==> src/rtl/fetch_pkg.sv <==
// fetch_pkg: shared constants and queue-entry type for the instruction fetch queue
package fetch_pkg;
  localparam int XLEN_DEFAULT = 32;
  localparam int PC_STEP = 4;
  typedef struct packed {
    logic [XLEN_DEFAULT-1:0] inst;
    logic [XLEN_DEFAULT-1:0] pc_plus;
  } fetch_entry_t;
endpackage

==> src/rtl/fetch_ring.sv <==
// fetch_ring: DEPTH-entry ring buffer (storage, head/tail pointers, occupancy); ports: clk, rst (sync active-low), flush_i, wr_en_i/wr_data_i, rd_en_i/rd_data_o, count_o
module fetch_ring #(
  parameter int W = 64,
  parameter int DEPTH = 4
) (
  input  logic                       clk,
  input  logic                       rst,
  input  logic                       flush_i,
  input  logic                       wr_en_i,
  input  logic [W-1:0]               wr_data_i,
  input  logic                       rd_en_i,
  output logic [W-1:0]               rd_data_o,
  output logic [$clog2(DEPTH+1)-1:0] count_o
);
  localparam int AW = $clog2(DEPTH);
  localparam int CW = $clog2(DEPTH+1);
  logic [W-1:0] mem_q [DEPTH];
  logic [AW-1:0] head_q, tail_q, head_d, tail_d;
  logic [CW-1:0] count_q, count_d;
  // pointers wrap for free because DEPTH is a power of two
  always_comb begin
    head_d = rd_en_i ? head_q + 1'b1 : head_q;
    tail_d = wr_en_i ? tail_q + 1'b1 : tail_q;
    count_d = count_q + CW'(wr_en_i) - CW'(rd_en_i);
  end
  always_ff @(posedge clk) begin
    if (!rst || flush_i) begin
      head_q <= '0;
      tail_q <= '0;
      count_q <= '0;
    end else begin
      if (wr_en_i) mem_q[tail_q] <= wr_data_i;
      head_q <= head_d;
      tail_q <= tail_d;
      count_q <= count_d;
    end
  end
  assign rd_data_o = mem_q[head_q];
  assign count_o = count_q;
endmodule

==> src/rtl/if_fetch_queue.sv <==
// if_fetch_queue: PC generation, fetch request and redirect handling in front of a fetch_ring; ports: clk, rst (sync active-low), imem_req/imem_addr/imem_gnt/imem_rdata, redirect_valid/redirect_pc, deq_valid/deq_ready/deq_inst/deq_pc_plus, count; IF_FETCH_BYPASS_EN enables same-cycle empty-queue bypass
module if_fetch_queue
  import fetch_pkg::*;
#(
  parameter int XLEN = XLEN_DEFAULT,
  parameter int DEPTH = 4,
  parameter logic [XLEN-1:0] RESET_PC = '0
) (
  input  logic                       clk,
  input  logic                       rst,
  output logic                       imem_req,
  output logic [XLEN-1:0]            imem_addr,
  input  logic                       imem_gnt,
  input  logic [XLEN-1:0]            imem_rdata,
  input  logic                       redirect_valid,
  input  logic [XLEN-1:0]            redirect_pc,
  output logic                       deq_valid,
  input  logic                       deq_ready,
  output logic [XLEN-1:0]            deq_inst,
  output logic [XLEN-1:0]            deq_pc_plus,
  output logic [$clog2(DEPTH+1)-1:0] count
);
  localparam int CW = $clog2(DEPTH+1);
  logic [XLEN-1:0] pc_q, pc_d, pc_plus;
  logic [2*XLEN-1:0] head;
  logic head_ok, enq, wr, rd, empty;
  assign pc_plus = pc_q + XLEN'(PC_STEP);
  assign empty = count == '0;
  // head_ok excludes the bypass path so imem_req has no combinational loop through deq_valid
  assign head_ok = rst & ~redirect_valid & ~empty;
  assign imem_req = rst & ~redirect_valid & ((count < CW'(DEPTH)) | (head_ok & deq_ready));
  assign enq = imem_req & imem_gnt;
  assign rd = head_ok & deq_ready;
`ifdef IF_FETCH_BYPASS_EN
  logic byp;
  assign byp = empty & enq;
  assign deq_valid = head_ok | byp;
  assign {deq_inst, deq_pc_plus} = byp ? {imem_rdata, pc_plus} : head;
  // a bypassed entry consumed the same cycle never lands in the ring
  assign wr = enq & ~(byp & deq_ready);
`else
  assign deq_valid = head_ok;
  assign {deq_inst, deq_pc_plus} = head;
  assign wr = enq;
`endif
  always_comb pc_d = redirect_valid ? (redirect_pc & ~XLEN'(3)) : enq ? pc_plus : pc_q;
  always_ff @(posedge clk) begin
    if (!rst) pc_q <= RESET_PC;
    else pc_q <= pc_d;
  end
  assign imem_addr = pc_q;
  fetch_ring #(.W(2*XLEN), .DEPTH(DEPTH)) u_ring (
    .clk(clk),
    .rst(rst),
    .flush_i(redirect_valid),
    .wr_en_i(wr),
    .wr_data_i({imem_rdata, pc_plus}),
    .rd_en_i(rd),
    .rd_data_o(head),
    .count_o(count)
  );
endmodule
==> config.mk <==
export PLATFORM = sky130hd
export DESIGN_NAME = if_fetch_queue
export DESIGN_NICKNAME = d
export VERILOG_FILES = /design/src/rtl/fetch_pkg.sv /design/src/rtl/fetch_ring.sv /design/src/rtl/if_fetch_queue.sv
export SDC_FILE = /design/constraint.sdc
export NUM_CORES = 1
export LEC_CHECK = 0
export CAP_MARGIN = 20
export CORE_MARGIN = 2
export CORE_UTILIZATION = 49
export DETAILED_ROUTE_END_ITERATION = 12
export GPL_TIMING_DRIVEN = 0
export PLACE_DENSITY = 0.77
export SLEW_MARGIN = 5
export SYNTH_ARGS = -nofsm -noshare
export SYNTH_HDL_FRONTEND = slang
export SYNTH_SLANG_ARGS = --single-unit
==> constraint.sdc <==
create_clock -name clk -period 3.4 [get_ports clk]
set_input_delay 0.68 -clock clk [delete_from_list [all_inputs] [get_ports clk]]
set_output_delay 0.68 -clock clk [all_outputs]
set_load 0.03 [all_outputs]
Word-level counts from Yosys, hierarchy flattened. Memories as Yosys holds them, arrays and structs flattened. A register that Yosys moved wholly into a read port is not among the register bits. Index checks and enable logic that the tools add are counted.

Add/sub/neg operators: 5. Multipliers: 0. Divide/modulo/power cells: 0. $lt $le $gt $ge: 1. Equality and inequality tests: 0. Shifts and indexed selects: 0. Mux-type cells: 7. Bitwise gates (word level): 9. Reductions and logical operators: 5.

Operators by type and width (number): 32-bit 2-to-1 mux (2); 32-bit by 3-bit adder with 32-bit output, second input constant (1); 1-bit AND (5); 2-bit by 1-bit adder with 2-bit output, second input constant (2); 2-bit 2-to-1 mux (2); 3-bit by 1-bit adder with 3-bit output (1); 3-bit logical NOT (1); 3-bit < comparator, second input constant (1); 1-bit 2-to-1 mux (3); 1-bit inverter (3); 3-bit by 1-bit subtractor with 3-bit output (1); 2-bit nonzero test (1); 2-bit OR reduction (1); 1-bit logical NOT (1); 1-bit logical OR (1); 1-bit OR (1).

Register bits after elaboration: 39. Bits in latches: 0. RAM bits: 256. ROM bits: 0. Bits of input ports: 69. Output and inout port bits: 101. Word-level logic and storage cells: 33. Memories: 1.

Memories: u_ring.mem_q (words 4, width 64, rd ports 1, clocked after Yosys merged registers in 1, wr ports 1, line fetch_ring.sv:17) `logic [W-1:0] mem_q [DEPTH];`.

Logic depth before layout (Yosys ltp). Gate-level depths: netlist (run 1).

Word-level depth: 10. Mapped depth: 10. Gate-level depth less buffers: 9.

Modules after synthesis. Synthesis (run 1) repeated with hierarchy kept, for this count alone.

Cells, all modules: 653. Area total of the unflattened synthesis: 11908.9 um^2.

Modules (own cells, without submodules): fetch_ring (instances 1, cells an instance 376, area each 9750.6 um^2, sequential area each 7867.5 um^2); if_fetch_queue (instances 1, cells an instance 277, area each 2158.3 um^2, sequential area each 600.6 um^2).

Worst setup path after synthesis (run 1). No wires, ideal clock.

Path type: input to register. Start point: input port deq_ready. End point: memory u_ring.mem_q[1][10], enable pin. Setup time: 0.426 ns. Data arrival time: 3.046 ns. Required time: 2.974 ns. Setup slack: -0.072 ns. Cell stages on the path: 6. Buffers on the path: 2. Cells stage by stage: nand2b_1 clkbuf_1 nand3_1 inv_1 clkbuf_1 and2_1.

Longest elaborated chain between the ends: 7.

Ends and longest elaborated chain: start, declared (line if_fetch_queue.sv:18) `input logic deq_ready,`; 1-bit AND (line if_fetch_queue.sv:31) `assign imem_req = rst & ~redirect_valid & ((count < CW'(DEPTH)) | (head_ok & deq_ready));`; 1-bit OR (line if_fetch_queue.sv:31); 1-bit AND (line if_fetch_queue.sv:31); 1-bit AND (line if_fetch_queue.sv:32) `assign enq = imem_req & imem_gnt;`; 1-bit 2-to-1 mux (line fetch_ring.sv:32) `if (wr_en_i) mem_q[tail_q] <= wr_data_i;`; 1-bit 2-to-1 mux (line fetch_ring.sv:27) `if (!rst || flush_i) begin`; 1-bit 2-to-1 mux (implied by the code) (line fetch_ring.sv:32); end, declared (line fetch_ring.sv:17).

No other way between the ends.

==> impl_summary.md, run 1 <==
CTS
The TritonCTS clock tree is done. The clock drives 287 sinks. After clock tree synthesis, the clock-pin slew on the worst setup and hold paths is 0.06 ns. The maximum count of clock buffers along a single path is 3.

The number of buffers inserted by post-CTS setup repair is 0. In this run the clock root is driven by a sky130_fd_sc_hd__clkbuf_16. For the worst-skew pair, the clock arrives at the later sink with an insertion delay of 0.53 ns. In this run, post-CTS hold repair placed 0 buffers.

The total number of H-tree levels is 1. Buffers inserted during clock tree synthesis total 29.

Synth
Synthesis produced 681 cells. The most frequent cell after synthesis is sky130_fd_sc_hd__edfxtp_1. The netlist uses 50 different library cells. After synthesis the cells add up to 11,700 sq um. After synthesis, the most frequently instantiated cells are 248 x sky130_fd_sc_hd__edfxtp_1, 62 x sky130_fd_sc_hd__mux4_2, 39 x sky130_fd_sc_hd__dfxtp_1.

sky130_fd_sc_hd__edfxtp_1 takes more of the synthesized area than any other cell. During synthesis, Yosys emitted a total of 0 warnings. In this run, synthesis inferred 248 flip-flops with an integrated enable. The sequential area share after synthesis is between 70 and 80%. The synthesized design contains 287 register bits. Ranked by total cell area, the synthesized netlist is headed by sky130_fd_sc_hd__edfxtp_1 64%, sky130_fd_sc_hd__mux4_2 12%, sky130_fd_sc_hd__dfxtp_1 6.7%, sky130_fd_sc_hd__xnor2_1 1.9%, sky130_fd_sc_hd__xor2_1 1.1%. For this run, asynchronously set or reset flops after synthesis account for 0%. The most used flip-flop cell after synthesis is sky130_fd_sc_hd__edfxtp_1. The share of Yosys cell area claimed by the top area cell type is a little under two thirds. Averaged over all synthesized cells, the footprint is 17.2 sq um.

Floorplanning
Measured along the x axis, the die boundary spans between 150 and 200 um. 170 I/O pins were placed. The placeable core region is 23,500 sq um. The chip height is around 160 um. The full die area is 25,100 sq um. The number of placement rows is 56. For this configuration, the core starts out at a cell density of 49.8%.

STA
Adding up every negative setup slack in the final design gives 0 ns. The highest clock rate is 0.306 GHz. The setup clock skew after layout is 0.00675 ns.

Setup repair after global routing could not meet its margin everywhere. The worst path in the final design needs a cycle of 3.27 ns, including I/O delays and setup. The worst slew slack as a fraction of its limit is 56.5%. The tightest hold path in the finished design has a slack of 0.504 ns. The fraction of the cycle the final worst path needs is 96.1%.

The number of endpoints with negative hold slack in the final report came to 0. The slew at the pin with the worst max-slew slack is approximately 0.65 ns. The final number of setup-violating endpoints is 0.

The total count of max-transition violations in the final report came to 0.

Power and ir drop
The static leakage is 4.70 nW. The worst-case IR drop observed on VDD is 298 uV. The power per standard cell area is roughly 510 nW/um^2.

Critical path
The biggest fanout along the worst timing path is 10. The critical path startpoint category is a register. The arrival time at the worst endpoint is 2.59 ns. The critical path capture point type is an output pin. The worst setup path is of the register to output pin kind. The required time of the worst setup path is between 2 and 3 ns.

The worst register-to-register path begins at u_ring.count_o[2]$_SDFF_PP0_.

Global routing
The overflow left after global routing is 0. The via count of the first global-routing pass is 6,861. The global router's overall resource usage is 20.2%. The pin count of the biggest net entering global routing is between 50 and 60. The first-pass GRT wire length is 38,400 um. The initial antenna violation count is 0.

Routing
The average via count per standard cell is 5.62. The final routed DRC violation total is 0. Detailed routing inserted a total of 6,850 vias. The first detailed-routing pass ran for 6 iterations.

The remaining antenna violation count after routing is 0. The detailed router finished its first iteration with 581 violations. Wires add up to ~26,000 um. The final routed wire length divided by cell count is 21.0 um.

Cells and area
The final design instance area without fill is between 10,000 and 15,000 sq um. The area growth from synthesis to layout is 26.1%. The core occupancy in the finished layout is 62.8%. The final layout contains ~960 nets.

The proportion of layout cells with a drive suffix above 1 is between 10% and 20%. The number of antenna diodes in the final layout is 0. The layout has 1,736 filler cells. For this run, the number of standard cells in the final layout without fillers is 1,219.

Worst hold path
In this run the most critical hold path is launched from u_ring.tail_q[1]$_SDFFE_PP0N_. The path class of the tightest hold or removal check is register to register.

Place
Including well taps, the total number of placed cells is 1,169. Port buffering added 162 buffers. After detailed placement, the total cell area comes to 13,800 sq um. The post-detailed-placement half-perimeter wirelength is 16,800 um.

The weighted congestion at the end of routability-driven global placement is 0.894.

Flow run
The number of max-cap violations is 0.

Run status
The flow ran to the end, and the final reports show no timing, DRC or antenna violations.
[per-layer routing]
| layer | wire [um] | vias to the layer above | GRT usage [%] |
|---|---|---|---|
| li1 | - | 3137 | - |
| met1 | 10900 | 3368 | 28.1 |
| met2 | 12200 | 310 | 33.2 |
| met3 | 2090 | 35 | 3.95 |
| met4 | 393 | 0 | 4.98 |
| met5 | 0 | - | 0 |
[sequential cells by signal (all words and copies together), names as in the netlist, named ones only]
signal and cells:
u_ring.tail_q 2, imem_addr 30, u_ring.count_o 3, u_ring.mem_q 248, u_ring.head_q 2
[where the power goes]
group	total (mW)	internal, mW	switching (mW)	leakage (nW)
logic	0.524	0.229	0.294	1.70
registers	3.95	3.89	0.0562	2.58
clock network	2.97	1.74	1.24	0.428
total	7.45	5.86	1.59	4.70
[cell type report]
class,count,area [sq um],share of cell area [%]
sequential,287,8230,55.9
clock inverter,13,116,0.790
inverter,13,48.8,0.331
buffer,41,198,1.34
tap,319,399,2.71
timing repair buffer,166,1720,11.7
clock buffer,39,773,5.25
multi-input combinational,341,3250,22.0
[worst paths after layout]
kind / end / slack (ns) / cells past startpoint
worst max-delay path: deq_inst[23] / 0.13 / 3
worst min register to register: u_ring.tail_q[1]$_SDFFE_PP0N_ / 0.50 / 2
worst min-delay path: u_ring.tail_q[1]$_SDFFE_PP0N_ / 0.50 / 2
worst max register to register: u_ring.mem_q[0][38]$_DFFE_PP_ / 0.62 / 6
[critical path: stages (launching register included)]
cell and delay (ns):
sky130_fd_sc_hd__dfxtp_2 0.48, sky130_fd_sc_hd__buf_2 0.39, sky130_fd_sc_hd__mux4_2 0.57, sky130_fd_sc_hd__clkdlybuf4s50_1 0.62
[logic make-up after synthesis]
family | Yosys count | share of synthesized area [%]
other | 1 | 0.0321
xor gates and xnor gates | 41 | 3.07
muxes | 62 | 11.9
and+or+nand+nor | 155 | 7.39
buffers and inverters | 57 | 2.08
AOI/OAI and AO/OA | 70 | 4.16
DFF | 287 | 70.4
adders and majority gates | 8 | 0.921
[cell usage in the layout (no fill, tap or decap), types with 14 or more instances in the layout]
master and count:
sky130_fd_sc_hd__clkbuf_1 27, sky130_fd_sc_hd__clkbuf_16 29, sky130_fd_sc_hd__clkdlybuf4s50_1 162, sky130_fd_sc_hd__dfxtp_1 38, sky130_fd_sc_hd__edfxtp_1 248, sky130_fd_sc_hd__mux4_2 62
sky130_fd_sc_hd__nand2_1 23, sky130_fd_sc_hd__nand3_1 15, sky130_fd_sc_hd__nand4_1 14, sky130_fd_sc_hd__nor2_1 25, sky130_fd_sc_hd__o21ai_0 18, sky130_fd_sc_hd__xnor2_1 26
sky130_fd_sc_hd__xor2_1 15
[what timing repair did]
| item | 4_1_cts | 5_1_grt |
|---|---|---|
| setup endpoints to repair | 60 | 139 |
| gates cloned | 0 | 1 |
| pin swaps | 0 | 1 |
| gates resized for setup | 7 | 3 |
[stage by stage]
stage	total power [mW]	setup slack, ns
global route	7.69	-0.0360
CTS	7.52	0.0141
global placement	4.53	-1.13
finish	7.45	0.132
detailed placement	4.54	-0.428
floorplan	4.27	0.596
Note: power is estimated with default switching activity, not from simulation.
==> run 2: changes to the inputs <==
- CORE_UTILIZATION: 49 -> 54
- PLACE_DENSITY: 0.77 -> 0.8
- clock period: 3.4 -> 3.15 ns (I/O delays scaled with it)
==> impl_summary.md, run 2 (synthesis results as in run 1) <==
Floorplanning
The full die area is 22,800 sq um (-9.0%). The die width is 151 um (-4.6%). The number of placement rows is 53 (-5.4%).

The number of top-level design ports is 170 (unchanged). The initial standard-cell utilization of the core is 55.2% (+5.5 points). The chip height was 151 um (-4.6%). The placeable core region was 21,200 sq um (-9.9%).

STA
The final number of setup-violating endpoints is 0 (unchanged). The number of endpoints with negative hold slack in the final report is 0 (unchanged). The worst slew slack as a fraction of its limit came to 52.4% (-4.2 points). The setup clock skew after layout is 0.0155 ns (+0.00874 ns).

The final critical path takes up between 90% and 100% of the cycle. The slew at the pin with the worst max-slew slack is 0.708 ns (+0.0621 ns). The worst path setup slack after routing is 0.105 ns (-0.0268 ns). Setup repair after global routing left no endpoint under its margin. The clock period could shrink to roughly 3 ns. The total count of max-transition violations in the final report is 0 (unchanged). Timing would allow up to 0.328 GHz.

CTS
TritonCTS built the clock tree. The total of cells resized after clock tree synthesis was 17 (+10). The tree is rooted in a sky130_fd_sc_hd__clkbuf_16. The post-CTS clock slew at the launch and capture registers of the worst setup and hold paths is 0.06 ns (about the same). The maximum count of clock buffers along a single path is 3 (unchanged). The clock buffer count from CTS is 28 (-3.4%). The total number of H-tree levels is 1 (unchanged). The TritonCTS sink count is 287 (unchanged). The latest clock arrival within the worst-skew pair was 0.54 ns (about the same). The number of buffers inserted by hold repair at cts is 0 (unchanged).

The number of buffers inserted by post-CTS setup repair is 0 (unchanged).

Critical path
The critical path capture point type is an output pin. The critical path class is register to output pin. Traced cell by cell, the critical path runs through buf_4, mux4_2, clkdlybuf4s50_1. The critical path startpoint category is a register. The kind of cell adding the most delay to the critical path is buffers and inverters. The arrival time at the worst endpoint was 2.41 ns (-0.18 ns). The number of buffer and inverter instances along the worst setup path is 2 (unchanged).

The biggest fanout along the worst timing path is 10 (unchanged). For this design, the slowest cell found on the critical path is sky130_fd_sc_hd__clkdlybuf4s50_1. The maximum cell stage delay along the critical path is 0.63 ns (about the same).

The required time of the worst setup path is 2.52 ns (-0.20 ns).

Routing
The final routed DRC violation total is 0 (unchanged). The total length of routed wires is 25,300 um (-0.94%). The number of search-and-repair iterations in the first detailed-routing pass is 6 (unchanged). The count of routing violations after the opening detailed-route iteration came to 701 (+21%). The average via count per standard cell is 5.91 (+5.2%).

The final routed wire length divided by cell count is 21.6 um (+2.9%). The remaining antenna violation count after routing is 0 (unchanged). The total via count in the routed design is 6,943 (+1.4%).

Worst hold path
The classification of the worst-slack hold path is register to register.

Cells and area
The most frequent standard cell in the layout excluding fill and tap cells is sky130_fd_sc_hd__edfxtp_1. The number of flip-flops under the largest register name is 248 (unchanged). Relative to the synthesized area, the layout overhead comes to 25.9%. In the layout the commonest cells are 248 x sky130_fd_sc_hd__edfxtp_1, 150 x sky130_fd_sc_hd__clkdlybuf4s50_1, 62 x sky130_fd_sc_hd__mux4_2.

Counting flops per register, the top entry is u_ring.mem_q. The count of placed standard cells in the final layout, fillers left out is 1,174 (-3.7%). The proportion of layout cells with a drive suffix above 1 is 15.0% (-0.094 points).

The count of antenna diodes in the layout is 0 (unchanged). The total number of nets in the final design is 954 (-0.21%).

Global routing
The first-pass GRT wire length is 38,600 um (+0.31%). The overflow left after global routing is 0 (unchanged). The initial antenna violation count is 0 (unchanged). The pin count of the biggest net entering global routing was 53 (+3.9%). The via count of the first global-routing pass came to 6,913 (+0.76%). The global router's overall resource usage came to 22.2% (+2.0 points).

Place
The placed cell count is 1,125 (-3.8%). The post-detailed-placement half-perimeter wirelength is 16,400 um (-2.3%). The number of port buffers is 162 (unchanged). The weighted congestion at the end of routability-driven global placement came to 0.927 (+3.7%). The post-place setup slack is -0.585 ns (-0.157 ns).

Power and ir drop
The maximum vdd ir drop came to 338 uV (+13%). The overall power consumption is 8.00 mW (+7.4%). The power per standard cell area is 544 nW/um^2 (+7.6%).

The static leakage was 4.79 nW (+1.8%).

Flow run
The number of max-cap violations came to 0 (unchanged).

Run status
The flow ran to the end, and the final reports show no timing, DRC or antenna violations.
## run 2: routing by layer
layer	track usage [%]	part of all wire, %	vias up
li1	-	-	3113
met1	31.4	41	3426
met2	36.6	48	361
met3	3.73	8.5	43
met4	5.42	2.1	0
met5	0	0	-
## run 2: cell type report
class                   count  area [sq um]
multi-input cells         340          3240
inverters                  13          52.6
flip-flops and latches    287          8230
repair buffers            166          1750
clock inverters            11           123
plain buffers              41           209
clock buffers              41           759
fillers                  1361          6440
well taps                 275           344
## run 2: worst reg2reg max path: stages, from the launching register on
cell,delay (ns)
sky130_fd_sc_hd__dfxtp_1,0.35
sky130_fd_sc_hd__nand2b_1,0.08
sky130_fd_sc_hd__clkbuf_1,0.37
sky130_fd_sc_hd__nand3_1,0.35
sky130_fd_sc_hd__clkinvlp_4,0.35
sky130_fd_sc_hd__and2_4,0.45
sky130_fd_sc_hd__buf_12,0.30
## run 2: final timing paths
kind	cells after the start	slack, ns	from	endpoint
worst max-delay path	3	0.11	register	deq_pc_plus[21]
worst min-delay path	2	0.50	u_ring.tail_q[1]$_SDFFE_PP0N_	u_ring.tail_q[1]$_SDFFE_PP0N_
worst max register to register	6	0.54	u_ring.count_o[2]$_SDFF_PP0_	u_ring.mem_q[3][59]$_DFFE_PP_
worst min register to register	2	0.50	u_ring.tail_q[1]$_SDFFE_PP0N_	u_ring.tail_q[1]$_SDFFE_PP0N_
## run 2: power breakdown
part           switching [mW]  leakage, nW  internal (mW)
sequential             0.0595         2.58           4.20
combinational           0.318         1.79          0.246
clock                    1.33        0.417           1.84
## run 2: per-stage QoR
stage	cell area, sq um	hold WS (ns)	setup TNS, ns	util [%]
finish	14700	0.496	0	69.5
detailed placement	13800	0.491	-112.60	65.1
global route	14700	0.529	0	69.5
CTS	14700	0.500	0	69.4
floorplan	11700	0.469	0	-
global placement	13700	0.485	-300.82	64.6
